$ cat src/rtl/brick_hit_scheduler.sv
// ---------------------------------------------------------------------------
// brick_hit_scheduler
//   Time-multiplexed bullet-vs-map collision scheduler. A refresh_tick
//   snapshots the three bullet boxes, then every map object (bricks first,
//   then irons) is walked one per clock through a single overlap test. The
//   block owns the brick-alive bitmap: an alive brick is destroyed by the
//   highest-priority overlapping bullet (slot 0 > 1 > 2), irons report every
//   overlapping bullet. Per-slot hit flags are sticky across the scan and
//   presented as a one-cycle pulse at the end.
//
// Ports
//   clk_50MHz, reset      clock, asynchronous active-low reset
//   refresh_tick          starts a scan when idle (ignored while busy)
//   map_reload            restores all bricks, aborts any scan, no report
//   bul_valid[2:0]        slot in flight ([0]=player,[1]=enemy,[2]=enemy_2)
//   bul_xl/xr/yt/yb       packed 3x10b bullet edges, slot k at [10k+9:10k]
//   scan_idx              object index presented to the position table
//   obj_x, obj_y          origin of object scan_idx (same-cycle table)
//   brick_alive           1 = brick present
//   hit[2:0]              one-cycle per-slot hit pulse at end of scan
//   busy                  scan in progress (LATCH through REPORT)
//   scan_done             one-cycle pulse with hit
//
// Configuration
//   BRICK_HIT_SCHED_KILL_LOG_EN: adds kill_valid / kill_idx / kill_src, a
//   one-cycle record of each brick destruction (index and winning slot),
//   asserted together with the brick_alive bit dropping.
// ---------------------------------------------------------------------------
module brick_hit_scheduler #(
  parameter int NUM_BRICK = 100,
  parameter int NUM_IRON  = 10,
  parameter int BRICK_SZ  = 15,
  parameter int IRON_SZ   = 31,
  parameter int IDX_W     = 7
) (
  input  logic                 clk_50MHz,
  input  logic                 reset,
  input  logic                 refresh_tick,
  input  logic                 map_reload,
  input  logic [2:0]           bul_valid,
  input  logic [29:0]          bul_xl,
  input  logic [29:0]          bul_xr,
  input  logic [29:0]          bul_yt,
  input  logic [29:0]          bul_yb,
  output logic [IDX_W-1:0]     scan_idx,
  input  logic [9:0]           obj_x,
  input  logic [9:0]           obj_y,
  output logic [NUM_BRICK-1:0] brick_alive,
  output logic [2:0]           hit,
  output logic                 busy,
`ifdef BRICK_HIT_SCHED_KILL_LOG_EN
  output logic                 kill_valid,
  output logic [IDX_W-1:0]     kill_idx,
  output logic [1:0]           kill_src,
`endif
  output logic                 scan_done
);

  localparam logic [IDX_W-1:0] LAST_IDX  = IDX_W'(NUM_BRICK + NUM_IRON - 1);
  localparam logic [IDX_W-1:0] BRICK_END = IDX_W'(NUM_BRICK);

  typedef enum logic [1:0] {S_IDLE, S_LATCH, S_SCAN, S_REPORT} state_e;

  state_e                 state_q, state_d;
  logic [IDX_W-1:0]       scan_idx_q, scan_idx_d;
  logic [NUM_BRICK-1:0]   alive_q, alive_d;
  logic [2:0]             vld_q, vld_d;
  logic [2:0][9:0]        xl_q, xl_d, xr_q, xr_d, yt_q, yt_d, yb_q, yb_d;
  logic [2:0]             flags_q, flags_d;
  logic [2:0]             hit_q, hit_d;
  logic                   busy_q, busy_d;
  logic                   done_q, done_d;
`ifdef BRICK_HIT_SCHED_KILL_LOG_EN
  logic                   kill_valid_q, kill_valid_d;
  logic [IDX_W-1:0]       kill_idx_q, kill_idx_d;
  logic [1:0]             kill_src_q, kill_src_d;
`endif

  // Overlap test for the object under scan. Far edges are formed at 11 bits
  // so origin+extent near the top of the 10-bit range cannot wrap.
  logic        is_brick;
  logic        cur_alive;
  logic [10:0] obj_sz, x_far, y_far;
  logic [2:0]  ovl;
  logic [2:0]  win_oh;
  logic [1:0]  win_src;

  assign is_brick  = scan_idx_q < BRICK_END;
  assign cur_alive = is_brick && alive_q[scan_idx_q];
  assign obj_sz    = is_brick ? 11'(BRICK_SZ) : 11'(IRON_SZ);
  assign x_far     = {1'b0, obj_x} + obj_sz;
  assign y_far     = {1'b0, obj_y} + obj_sz;

  for (genvar k = 0; k < 3; k++) begin : g_slot
    assign ovl[k] = vld_q[k]
                 && ({1'b0, yt_q[k]} < y_far) && (yb_q[k] > obj_y)
                 && ({1'b0, xl_q[k]} < x_far) && (xr_q[k] > obj_x);
  end

  // Fixed priority: player beats enemy beats enemy_2.
  always_comb begin
    win_oh  = 3'b000;
    win_src = 2'd0;
    if (ovl[0]) begin
      win_oh  = 3'b001;
      win_src = 2'd0;
    end else if (ovl[1]) begin
      win_oh  = 3'b010;
      win_src = 2'd1;
    end else if (ovl[2]) begin
      win_oh  = 3'b100;
      win_src = 2'd2;
    end
  end

  always_comb begin
    state_d    = state_q;
    scan_idx_d = scan_idx_q;
    alive_d    = alive_q;
    vld_d      = vld_q;
    xl_d       = xl_q;
    xr_d       = xr_q;
    yt_d       = yt_q;
    yb_d       = yb_q;
    flags_d    = flags_q;
    hit_d      = 3'b000;
    done_d     = 1'b0;
`ifdef BRICK_HIT_SCHED_KILL_LOG_EN
    kill_valid_d = 1'b0;
    kill_idx_d   = kill_idx_q;
    kill_src_d   = kill_src_q;
`endif
    unique case (state_q)
      S_IDLE: begin
        if (refresh_tick) state_d = S_LATCH;
      end
      S_LATCH: begin
        vld_d      = bul_valid;
        xl_d       = bul_xl;
        xr_d       = bul_xr;
        yt_d       = bul_yt;
        yb_d       = bul_yb;
        scan_idx_d = '0;
        flags_d    = 3'b000;
        state_d    = S_SCAN;
      end
      S_SCAN: begin
        if (is_brick) begin
          // Dead bricks are transparent; an alive one is claimed by one slot.
          if (cur_alive && (ovl != 3'b000)) begin
            alive_d[scan_idx_q] = 1'b0;
            flags_d             = flags_q | win_oh;
`ifdef BRICK_HIT_SCHED_KILL_LOG_EN
            kill_valid_d = 1'b1;
            kill_idx_d   = scan_idx_q;
            kill_src_d   = win_src;
`endif
          end
        end else begin
          flags_d = flags_q | ovl;
        end
        if (scan_idx_q == LAST_IDX) begin
          scan_idx_d = '0;
          state_d    = S_REPORT;
        end else begin
          scan_idx_d = scan_idx_q + 1'b1;
        end
      end
      S_REPORT: begin
        hit_d   = flags_q;
        done_d  = 1'b1;
        flags_d = 3'b000;
        state_d = S_IDLE;
      end
      default: state_d = S_IDLE;
    endcase

    // Reload overrides everything, including a coincident tick in IDLE.
    if (map_reload) begin
      alive_d    = '1;
      state_d    = S_IDLE;
      scan_idx_d = '0;
      flags_d    = 3'b000;
      hit_d      = 3'b000;
      done_d     = 1'b0;
`ifdef BRICK_HIT_SCHED_KILL_LOG_EN
      kill_valid_d = 1'b0;
`endif
    end
    busy_d = (state_d != S_IDLE);
  end

  always_ff @(posedge clk_50MHz or negedge reset) begin
    if (!reset) begin
      state_q    <= S_IDLE;
      scan_idx_q <= '0;
      alive_q    <= '1;
      vld_q      <= '0;
      xl_q       <= '0;
      xr_q       <= '0;
      yt_q       <= '0;
      yb_q       <= '0;
      flags_q    <= '0;
      hit_q      <= '0;
      busy_q     <= 1'b0;
      done_q     <= 1'b0;
`ifdef BRICK_HIT_SCHED_KILL_LOG_EN
      kill_valid_q <= 1'b0;
      kill_idx_q   <= '0;
      kill_src_q   <= '0;
`endif
    end else begin
      state_q    <= state_d;
      scan_idx_q <= scan_idx_d;
      alive_q    <= alive_d;
      vld_q      <= vld_d;
      xl_q       <= xl_d;
      xr_q       <= xr_d;
      yt_q       <= yt_d;
      yb_q       <= yb_d;
      flags_q    <= flags_d;
      hit_q      <= hit_d;
      busy_q     <= busy_d;
      done_q     <= done_d;
`ifdef BRICK_HIT_SCHED_KILL_LOG_EN
      kill_valid_q <= kill_valid_d;
      kill_idx_q   <= kill_idx_d;
      kill_src_q   <= kill_src_d;
`endif
    end
  end

  assign scan_idx    = scan_idx_q;
  assign brick_alive = alive_q;
  assign hit         = hit_q;
  assign busy        = busy_q;
  assign scan_done   = done_q;
`ifdef BRICK_HIT_SCHED_KILL_LOG_EN
  assign kill_valid  = kill_valid_q;
  assign kill_idx    = kill_idx_q;
  assign kill_src    = kill_src_q;
`endif

endmodule

$ cat config.mk
export PLATFORM = sky130hd
export DESIGN_NAME = brick_hit_scheduler
export DESIGN_NICKNAME = d
export VERILOG_FILES = /design/src/rtl/brick_hit_scheduler.sv
export SDC_FILE = /design/constraint.sdc
export NUM_CORES = 1
export LEC_CHECK = 0
export CAP_MARGIN = 20
export CORE_MARGIN = 10
export CORE_UTILIZATION = 57
export CTS_BUF_LIST = sky130_fd_sc_hd__clkbuf_16
export CTS_CLUSTER_SIZE = 20
export DETAILED_ROUTE_END_ITERATION = 16
export HOLD_SLACK_MARGIN = 0.06
export PLACE_DENSITY = 0.86
export SYNTH_ARGS = -nofsm -noshare
export SYNTH_HDL_FRONTEND = slang
export SYNTH_SLANG_ARGS = --single-unit
$ cat constraint.sdc
create_clock -name clk_50MHz -period 8.8 [get_ports clk_50MHz]
set_input_delay 0.88 -clock clk_50MHz [delete_from_list [all_inputs] [get_ports clk_50MHz]]
set_output_delay 0.88 -clock clk_50MHz [all_outputs]
set_load 0.02 [all_outputs]
; ---- Word-level counts from Yosys, hierarchy flattened
; Index checks and enable logic that the tools add are counted.
[totals]
regBits = 240
input_bits = 147
output_inout_bits = 112
elab_cells = 100
[op_classes]
addsub = 3
order_cmp = 15
n_eq_ne = 5
n_mux = 27
bitwise = 4
reduce_logical = 26
[op_table]
columns = operator, n
row1 = $mux W100, 4
row2 = $and A100 B100 Y100, 1
row3 = $not A100 Y100, 1
row4 = $lt A10 B11 Y1, 6
row5 = $gt A10 B10 Y1, 6
row6 = $mux W3, 8
row7 = $add A10 B5 Y11, 2
row8 = $logic_and A1 B1 Y1, 15
row9 = $mux W7, 2
row10 = $pmux W7 S2, 1
row11 = $reduce_bool A3 Y1, 3
row12 = $lt A7 B8 Y1 const B, 1
row13 = $pmux W2 S4, 1
row14 = $reduce_bool A2 Y1, 4
row15 = $add A7 B1 Y7 const B, 1
row16 = $bmux W1 S7, 1
row17 = $demux W1 S7, 1
row18 = $eq A7 B7 Y1 const B, 1
row19 = $ge A7 B1 Y1 const B, 1
row20 = $lt A7 B7 Y1 const B, 1
row21 = $mux W2, 3
row22 = $or A3 B3 Y3, 2
row23 = $pmux W3 S2, 1
row24 = $mux W5, 1
row25 = 8 further kinds, 12

; ---- Depth between registers and ports, before layout
; Gate-level depths: netlist (run 1).
[logic_depth]
depth_word = 16
depth_mapped = 21

; ---- Least setup slack after synthesis (run 1)
; No wires, ideal clock.
[synth_timing]
kind = flip-flop to flip-flop
start = reg scan_idx_q[2] (netlist: scan_idx[2])
end = reg alive_q[34] (netlist: brick_alive[34])
t_arrival_ns = 5.037
path_slack_ns = 3.654
path_stages_with_launch = 22
path_cell_list = dfrtp_1 > clkbuf_1 > clkbuf_1 > clkbuf_1 > o311ai_0 > inv_1 > ha_1 > o21ai_0 > a31oi_1 > and3_1 > xnor2_1 > ha_1 > a2111oi_0 > o21ai_0 > o22ai_1 > nor2_1 > a2111o_1 > a2bb2oi_1 > a211o_4 > nor3_4 > buf_6 > a21oi_1
[synth_via]
elab_chain_len = 12
word_cells_on_any_way = 41
[synth_rtl]
columns = element, line_no
row1 = from (decl), 65  ; logic [IDX_W-1:0] scan_idx_q, scan_idx_d;
row2 = from (signal assigned), 214  ; scan_idx_q <= scan_idx_d;
row3 = $lt A7 B7 Y1, 88  ; assign is_brick = scan_idx_q < BRICK_END;
row4 = $mux W5, 90  ; assign obj_sz = is_brick ? 11'(BRICK_SZ) : 11'(IRON_SZ);
row5 = $add A10 B5 Y11, 92  ; assign y_far = {1'b0, obj_y} + obj_sz;
row6 = $lt A10 B11 Y1, 96  ; && ({1'b0, yt_q[k]} < y_far) && (yb_q[k] > obj_y)
row7 = $logic_and A1 B1 Y1 (2 in series), 96
row8 = $logic_and A1 B1 Y1 (2 in series), 97  ; && ({1'b0, xl_q[k]} < x_far) && (xr_q[k] > obj_x);
row9 = $reduce_bool A3 Y1, 150  ; if (cur_alive && (ovl != 3'b000)) begin
row10 = $logic_and A1 B1 Y1, 150
row11 = $reduce_bool A2 Y1 (no line), n/a
row12 = $reduce_and A3 Y1 (no line), n/a
row13 = to (signal assigned), 215  ; alive_q <= alive_d;
row14 = to (decl), 66  ; logic [NUM_BRICK-1:0] alive_q, alive_d;
; Several ways; a longest one is shown, not always the timed one. The select of a mux whose other input is x is not followed.
; A chain may end at the register's enable or synchronous reset.

; ---- Worst setup path in the final report (run 1)
[layout_timing]
start = reg scan_idx_q[2] (netlist: scan_idx[2])
end = reg alive_q[43] (netlist: brick_alive[43])
; The elaborated chain is that of the path after synthesis.

==> results of run 1 <==
registers in the layout, indices dropped and copies added (netlist names), 3 cells and up:
| signal | flops |
|---|---|
| brick_alive | 100 |
| xl_q | 30 |
| yb_q | 30 |
| vld_q | 3 |
| xr_q | 30 |
| yt_q | 30 |
| hit | 3 |
| scan_idx | 7 |
| flags_q | 3 |
cell families (layout without fill, tap and decap cells):
group / Yosys count / count (layout) / share of synthesized area
compound gates: 286 / 286 / 0.135
flops: 240 / 240 / 0.462
simple gates: 302 / 302 / 0.109
buf+inv: 99 / 361 / 0.0436
other cells: 0 / 1 / 0
xor+xnor: 17 / 17 / 0.0112
mux: 141 / 141 / 0.131
fa+ha+maj: 116 / 116 / 0.109
layout make-up:
type,instances,area [um2]
Tap cell,313,392
Clock inverter,23,141
Inverter,43,161
Sequential cell,240,6130
Antenna cell,1,2.50
Timing Repair Buffer,268,2660
Clock buffer,27,676
Fill cell,1568,6040
Multi-Input combinational cell,862,6580
power by group through the flow:
stage          Clock (mW)  Combinational [mW]  Sequential (mW)
2_1_floorplan           0                1.06             1.55
3_3_place_gp            0                1.34             1.60
3_5_place_dp            0                1.41             1.62
4_1_cts              1.06                1.43             1.61
5_1_grt              1.10                1.59             1.64
6_report             1.04                1.43             1.61
metal layers:
layer  share of wire  vias up  routed length, um  global-route usage
met4           0.039        0               1560               0.102
met2            0.46      590              18700               0.419
met5               0        -                  0                   0
li1                -     4836                  -                   -
met1            0.40     5364              16300               0.337
met3           0.098      112               3960              0.0736
Yosys cell counts (all sizes together) (3+ instances only):
| library cell | number | share of area |
|---|---|---|
| nor2 | 141 | 0.040 |
| dfrtp | 140 | 0.26 |
| a21oi | 136 | 0.051 |
| mux2 | 117 | 0.099 |
| ha | 115 | 0.11 |
| dfstp | 100 | 0.20 |
| nand2 | 54 | 0.015 |
| o21ai | 46 | 0.018 |
| inv | 43 | 0.012 |
| clkbuf | 37 | 0.019 |
| nor3 | 29 | 0.018 |
| nand3 | 17 | 0.0064 |
| buf | 16 | 0.010 |
| xnor2 | 15 | 0.0099 |
| mux4 | 14 | 0.024 |
| nand4 | 13 | 0.0061 |
| o211ai | 11 | 0.0066 |
| a21o | 10 | 0.0057 |
| mux2i | 10 | 0.0075 |
| or3 | 10 | 0.0048 |
| a211oi | 8 | 0.0045 |
| a31oi | 8 | 0.0038 |
| nor2b | 8 | 0.0038 |
| a2bb2oi | 7 | 0.0046 |
| and2 | 7 | 0.0033 |
| nand2b | 7 | 0.0033 |
| a2111oi | 6 | 0.0041 |
| a221oi | 6 | 0.0040 |
| o21a | 6 | 0.0040 |
| o31ai | 6 | 0.0034 |
| a22oi | 4 | 0.0023 |
| and3 | 4 | 0.0019 |
| nor4 | 4 | 0.0019 |
| o311ai | 4 | 0.0026 |
| dlygate4sd3 | 3 | 0.0023 |
| o2111ai | 3 | 0.0020 |
| o221ai | 3 | 0.0020 |
per-stage QoR:
stage | setup WS, ns | util
final | 2.85 | 0.735
after global routing | 2.52 | 0.735
after CTS | 2.96 | 0.735
after detailed placement | 3.03 | 0.699
after global placement | 3.27 | 0.699
after floorplan | 3.65 | -
path summary, 6_finish.rpt:
check / start / depth (start not counted) / end
setup / recovery: scan_idx[2]$_DFFE_PN0P_ / 18 / brick_alive[43]$_DFFE_PN1P_
hold / removal: reset / 1 / xl_q[2]$_DFFE_PN0P_
setup reg to reg: scan_idx[2]$_DFFE_PN0P_ / 18 / brick_alive[43]$_DFFE_PN1P_
hold reg to reg: brick_alive[85]$_DFFE_PN1P_ / 2 / brick_alive[85]$_DFFE_PN1P_
max in group asynchronous: reset / 2 / scan_idx[0]$_DFFE_PN0P_
min in group clk_50MHz: brick_alive[85]$_DFFE_PN1P_ / 2 / brick_alive[85]$_DFFE_PN1P_
cell usage in the layout, fill, tap and decap left out, types with 9 or more instances in the layout:
| cell type | instances |
|---|---|
| a21o_1 | 10 |
| a21oi_1 | 136 |
| buf_4 | 10 |
| clkbuf_16 | 27 |
| clkdlybuf4s50_1 | 256 |
| dfrtp_1 | 139 |
| dfstp_2 | 100 |
| ha_1 | 114 |
| inv_1 | 51 |
| mux2_2 | 117 |
| mux2i_1 | 10 |
| mux4_2 | 14 |
| nand2_1 | 54 |
| nand3_1 | 17 |
| nand4_1 | 13 |
| nor2_1 | 141 |
| nor3_1 | 21 |
| o211ai_1 | 10 |
| o21ai_0 | 45 |
| or3_1 | 9 |
| xnor2_1 | 15 |
==> results.md, run 1 <==
- Layout cells sized above 1: 0.207
- TritonCTS clock tree: built
- Post-DP Area: 15,900 um2
- Pwr Total: 4.08 mW
- DP HPWL: 29,100 um
- Core box area: 22,800 um2
- Slew Limit Fails: 0
- Switch share: 0.330
- Num ports: 259
- Synth Warn #: 0
- Slack of the worst reg-to-reg path: 2.85 ns
- Vias per inst: 6.14
- Clock Sinks: 240
- Die H: 173 um
- Full die area: 29,800 um2
- Crit end category: register
- Critical path class: reg2reg
- H-tree depth: 1
- Deepest clock path buffer count: 3
- Clock slew at reported path FFs: 0.06 ns
- P per Cell Area: 244 nW/um2
- Synth Flop Type: dfrtp_1
- Final Cell Area: 16,700 um2
- Type of origin of the critical path: register
- Largest stage delay, worst path: 0.76 ns
- Slowest library cell on the worst path: a2111oi_0
- Worst-skew pair later-pin latency: 0.55 ns
- Final Hold Viols: 0
- Least-Margin Pin Slew: 1.04 ns
- Final min period: 5.95 ns
- Nets@finish: 1,704
- Antenna Violating Nets Remaining: 0
- Worst EP required: 9.23 ns
- Placed cell count: 1,725
- EDFF count, synth: 0
- Ys async rst share: 1.00
- Input/output buffers: 258
- Tcrit/Tclk final: 0.676
- Clock share of power: 0.256
- Post-CTS Setup Bufs: 0
- Total global routing overflow: 0
- Root Driver: clkbuf_16
- Largest delay share family, worst path: compound AO/OA/AOI/OAI gates
- Total internal power: 2.73 mW
- Worst-path cell chain: buf_4, o311ai_0, inv_1, ha_1, o21ai_0, a31oi_1, and3_1, xnor2_1, ha_1, a21oi_1, o21ai_0, a21oi_1, a21oi_1, a2111oi_0, o211ai_2, a211o_4, nor3_4, a21oi_1
- Post-CTS sizing: 0
- Routed via count: 10,900
- WL final: 40,500 um
- Most frequent CP cell: a21oi_1
- Initial cell density of the core: 0.583
- Crit path DAT: 6.38 ns
- CP Max Fanout: 36
- Reg power frac: 0.394
- FMAX: 0.168 GHz
- Setup TNS: 0 ns
- Syn avg cell area: 11.1 um2
- # rows: 55
- Synth-to-layout area growth: 26.1%
- Vias in the first global route: 11,500
- Die width: 173 um
- WL/cell: 22.8 um
- Synth Register Bits: 240
- CTS Buf Count: 27
- Synthesized cell area: 13,300 um2
- Global-route wire length before repair: 64,300 um
- Final cell count without fillers: 1,777
- Comb power frac: 0.350
- Hold_buf cts: 0
- Slew HR: 0.301
- Status: finished, final reports clean
- Seq/Total Area, Yosys: 0.462
- RSZ-0062 raised after global routing: no
- # DRC: 0
- First-iteration detailed-routing DRC count: 962
- Final setup vio count: 0
- Post-Route Skew: 0.0140 ns
- Peak VDD IR: 0.000142 V
- Tightest Hold Check Type: in2async
- WP buf/inv: 2
- Psw: 1.35 mW
- WHS: 0.355 ns
- RD Place Congestion: 0.938
- Initial antenna violation count: 1
- Leakage power: 6.98 nW
- Post-Syn Nets: 1,463
- Pin count of the biggest net entering global routing: 96
- Cells after Synth: 1,201
- Max cap viols: 0
- Global-route usage over all layers: 0.264
- TritonRoute pass-1 iters: 6
- Post-synth cell types: 71
No activity file was read; power rests on OpenSTA's default activity.
==> run 2, diff against run 1 <==
--- a/config.mk
+++ b/config.mk
@@ -7,12 +7,12 @@
 export LEC_CHECK = 0
 export CAP_MARGIN = 20
 export CORE_MARGIN = 10
-export CORE_UTILIZATION = 57
+export CORE_UTILIZATION = 53
 export CTS_BUF_LIST = sky130_fd_sc_hd__clkbuf_16
 export CTS_CLUSTER_SIZE = 20
 export DETAILED_ROUTE_END_ITERATION = 16
 export HOLD_SLACK_MARGIN = 0.06
-export PLACE_DENSITY = 0.86
+export PLACE_DENSITY = 0.8
 export SYNTH_ARGS = -nofsm -noshare
 export SYNTH_HDL_FRONTEND = slang
 export SYNTH_SLANG_ARGS = --single-unit
==> constraint.sdc (replaced) <==
create_clock -name clk_50MHz -period 5.9 [get_ports clk_50MHz]
set_input_delay 0.59 -clock clk_50MHz [delete_from_list [all_inputs] [get_ports clk_50MHz]]
set_output_delay 0.59 -clock clk_50MHz [all_outputs]
set_load 0.02 [all_outputs]
==> results.md, run 2 (synthesis results as in run 1) <==
- Status: finished, final reports clean (unchanged)
- TritonCTS clock tree: built (unchanged)
- Num ports: 259 (unchanged)
- Crit end category: register (unchanged)
- Setup TNS: 0 ns (unchanged)
- Initial cell density of the core: 0.543 (was 0.583)
- Least-Margin Pin Slew: 1.07 ns (was 1.04 ns)
- Total internal power: 4.17 mW (was 2.73 mW)
- CTS Buf Count: 27 (unchanged)
- Peak VDD IR: 0.000270 V (was 0.000142 V)
- TritonRoute pass-1 iters: 5 (was 6)
- Die width: 178 um (was 173 um)
- Deepest clock path buffer count: 3 (unchanged)
- First-iteration detailed-routing DRC count: 1,142 (was 962)
- Die H: 178 um (was 173 um)
- Clock slew at reported path FFs: 0.06 ns (about the same)
- WL/cell: 22.7 um (was 22.8 um)
- Crit path DAT: 5.98 ns (was 6.38 ns)
- Final Cell Area: 16,900 um2 (was 16,700 um2)
- Root Driver: clkbuf_16 (unchanged)
- WHS: 0.124 ns (was 0.355 ns)
- R2R cell count: 18 (unchanged)
- Pin count of the biggest net entering global routing: 121 (was 96)
- Final setup vio count: 0 (unchanged)
- Clock Sinks: 240 (unchanged)
- RSZ-0062 raised after global routing: no (unchanged)
- Clock share of power: 0.270 (was 0.256)
- Max reg flops: 100 (unchanged)
- Antenna Violating Nets Remaining: 0 (unchanged)
- Initial antenna violation count: 2 (was 1)
- Critical path class: reg2reg (unchanged)
- # rows: 57 (was 55)
- Vias per inst: 6.02 (was 6.14)
- Worst r2r src: scan_idx[3]$_DFFE_PN0P_ (was scan_idx[2]$_DFFE_PN0P_)
- Slew HR: 0.282 (was 0.301)
- Routed via count: 10,800 (was 10,900)
- Vias in the first global route: 11,200 (was 11,500)
- Reg power frac: 0.390 (was 0.394)
- Most frequent cells in the layout: clkdlybuf4s50_1 (256), nor2_1 (141), dfrtp_1 (139) (unchanged)
- FMAX: 0.180 GHz (was 0.168 GHz)
- Tcrit/Tclk final: 0.940 (was 0.676)
- H-tree depth: 1 (unchanged)
- Global-route wire length before repair: 62,900 um (was 64,300 um)
- Post-Route Skew: 0.0108 ns (was 0.0140 ns)
- Hold_buf cts: 0 (unchanged)
- Final min period: 5.55 ns (was 5.95 ns)
- Layout cells sized above 1: 0.214 (was 0.207)
- Synth-to-layout area growth: 27.0% (was 26.1%)
- Total global routing overflow: 0 (unchanged)
- CP Max Fanout: 18 (was 36)
- Max cap viols: 0 (unchanged)
- DP HPWL: 29,500 um (was 29,100 um)
- RD Place Congestion: 0.960 (was 0.938)
- Switch share: 0.326 (was 0.330)
- # DRC: 0 (unchanged)
- Psw: 2.02 mW (was 1.35 mW)
- Post-DP Area: 16,000 um2 (was 15,900 um2)
- WL final: 40,700 um (was 40,500 um)
- Worst-skew pair later-pin latency: 0.55 ns (about the same)
- Most common cell after layout, fill and taps aside: clkdlybuf4s50_1 (unchanged)
- Nets@finish: 1,710 (was 1,704)
- Full die area: 31,800 um2 (was 29,800 um2)
- Global-route usage over all layers: 0.250 (was 0.264)
- Tightest Hold Check Type: in2async (unchanged)
- Slew Limit Fails: 0 (unchanged)
- Leakage power: 7.03 nW (was 6.98 nW)
- Type of origin of the critical path: register (unchanged)
- Worst EP required: 6.34 ns (was 9.23 ns)
- P per Cell Area: 367 nW/um2 (was 244 nW/um2)
- Comb power frac: 0.340 (was 0.350)
- Final Hold Viols: 0 (unchanged)
- Core box area: 24,500 um2 (was 22,800 um2)
- Slack of the worst reg-to-reg path: 0.35 ns (was 2.85 ns)
- Crit Reg-Reg Endpoint: brick_alive[42]$_DFFE_PN1P_ (was brick_alive[43]$_DFFE_PN1P_)
- Input/output buffers: 258 (unchanged)
## run 2: changes by cell type in the layout (fill, tap and decap cells not counted), sizes merged
cell,previous run,this run
clkinv,13,14
diode,1,2
clkinvlp,0,1
buf,11,17
inv,52,48
bufinv,1,3
## run 2: through the flow
| step | worst slack [ns] | cells | util | power [mW] |
|---|---|---|---|---|
| after global placement | 0.647 | 1739 | 0.652 | 4.40 |
| after floorplan | 0.754 | 1201 | - | 3.89 |
| after detailed placement | 0.535 | 1739 | 0.652 | 4.51 |
| final | 0.354 | 1795 | 0.689 | 6.19 |
| after CTS | 0.462 | 1789 | 0.688 | 6.20 |
| after global routing | 0.00693 | 1795 | 0.689 | 6.56 |
## run 2: power groups by stage
stage,Clock (mW),Combinational (mW),Sequential (mW)
2_1_floorplan,0,1.58,2.31
4_1_cts,1.69,2.11,2.41
3_5_place_dp,0,2.08,2.43
3_3_place_gp,0,1.99,2.41
6_report,1.67,2.10,2.41
5_1_grt,1.75,2.36,2.46
## run 2: final cells by class
| cell class | instances | area, um2 |
|---|---|---|
| antenna | 2 | 5.00 |
| clock buffer | 27 | 676 |
| clock inverter | 23 | 199 |
| fill | 1773 | 7610 |
| inverter | 43 | 161 |
| multi-input combinational | 862 | 6580 |
| sequential | 240 | 6130 |
| tap | 324 | 405 |
| timing repair buffer | 274 | 2700 |
## run 2: routing by layer
metal | global-route usage | vias to the layer above | part of all wire
met2 | 0.412 | 552 | 0.47
met3 | 0.0685 | 83 | 0.094
met1 | 0.315 | 5301 | 0.41
li1 | - | 4861 | -
met5 | 0 | - | 0
met4 | 0.0772 | 0 | 0.031
## run 2: worst max-delay path: stages, from the launching register on
cell and delay [ns]:
dfrtp_1 0.57, o311ai_0 0.39, buf_4 0.18, inv_1 0.13, ha_1 0.36, o21ai_0 0.18
a31oi_1 0.09, and3_1 0.21, xnor2_1 0.27, ha_1 0.30, a2111oi_0 0.47, o21ai_0 0.17
o22ai_1 0.19, nor2_1 0.07, a2111o_1 0.44, a2bb2oi_1 0.19, a211o_4 0.48, nor3_4 0.60
a21oi_1 0.15
## run 2: worst max-delay path by stage
stage                                       start                          end  slack, ns  cells after the start
after floorplan           scan_idx[2]$_DFFE_PN0P_  brick_alive[34]$_DFFE_PN1P_       0.75                     21
after CTS                 scan_idx[3]$_DFFE_PN0P_   brick_alive[4]$_DFFE_PN1P_       0.46                     18
after global routing      scan_idx[3]$_DFFE_PN0P_  brick_alive[50]$_DFFE_PN1P_      0.007                     18
after global placement    scan_idx[3]$_DFFE_PN0P_  brick_alive[18]$_DFFE_PN1P_       0.65                     18
after detailed placement  scan_idx[3]$_DFFE_PN0P_   brick_alive[4]$_DFFE_PN1P_       0.53                     18
final                     scan_idx[3]$_DFFE_PN0P_  brick_alive[42]$_DFFE_PN1P_       0.35                     18
## run 2: what timing repair did
item                       in CTS  in global routing
setup endpoints to repair       0                  3
setup buffers                   0                  2
resized for setup               0                  0
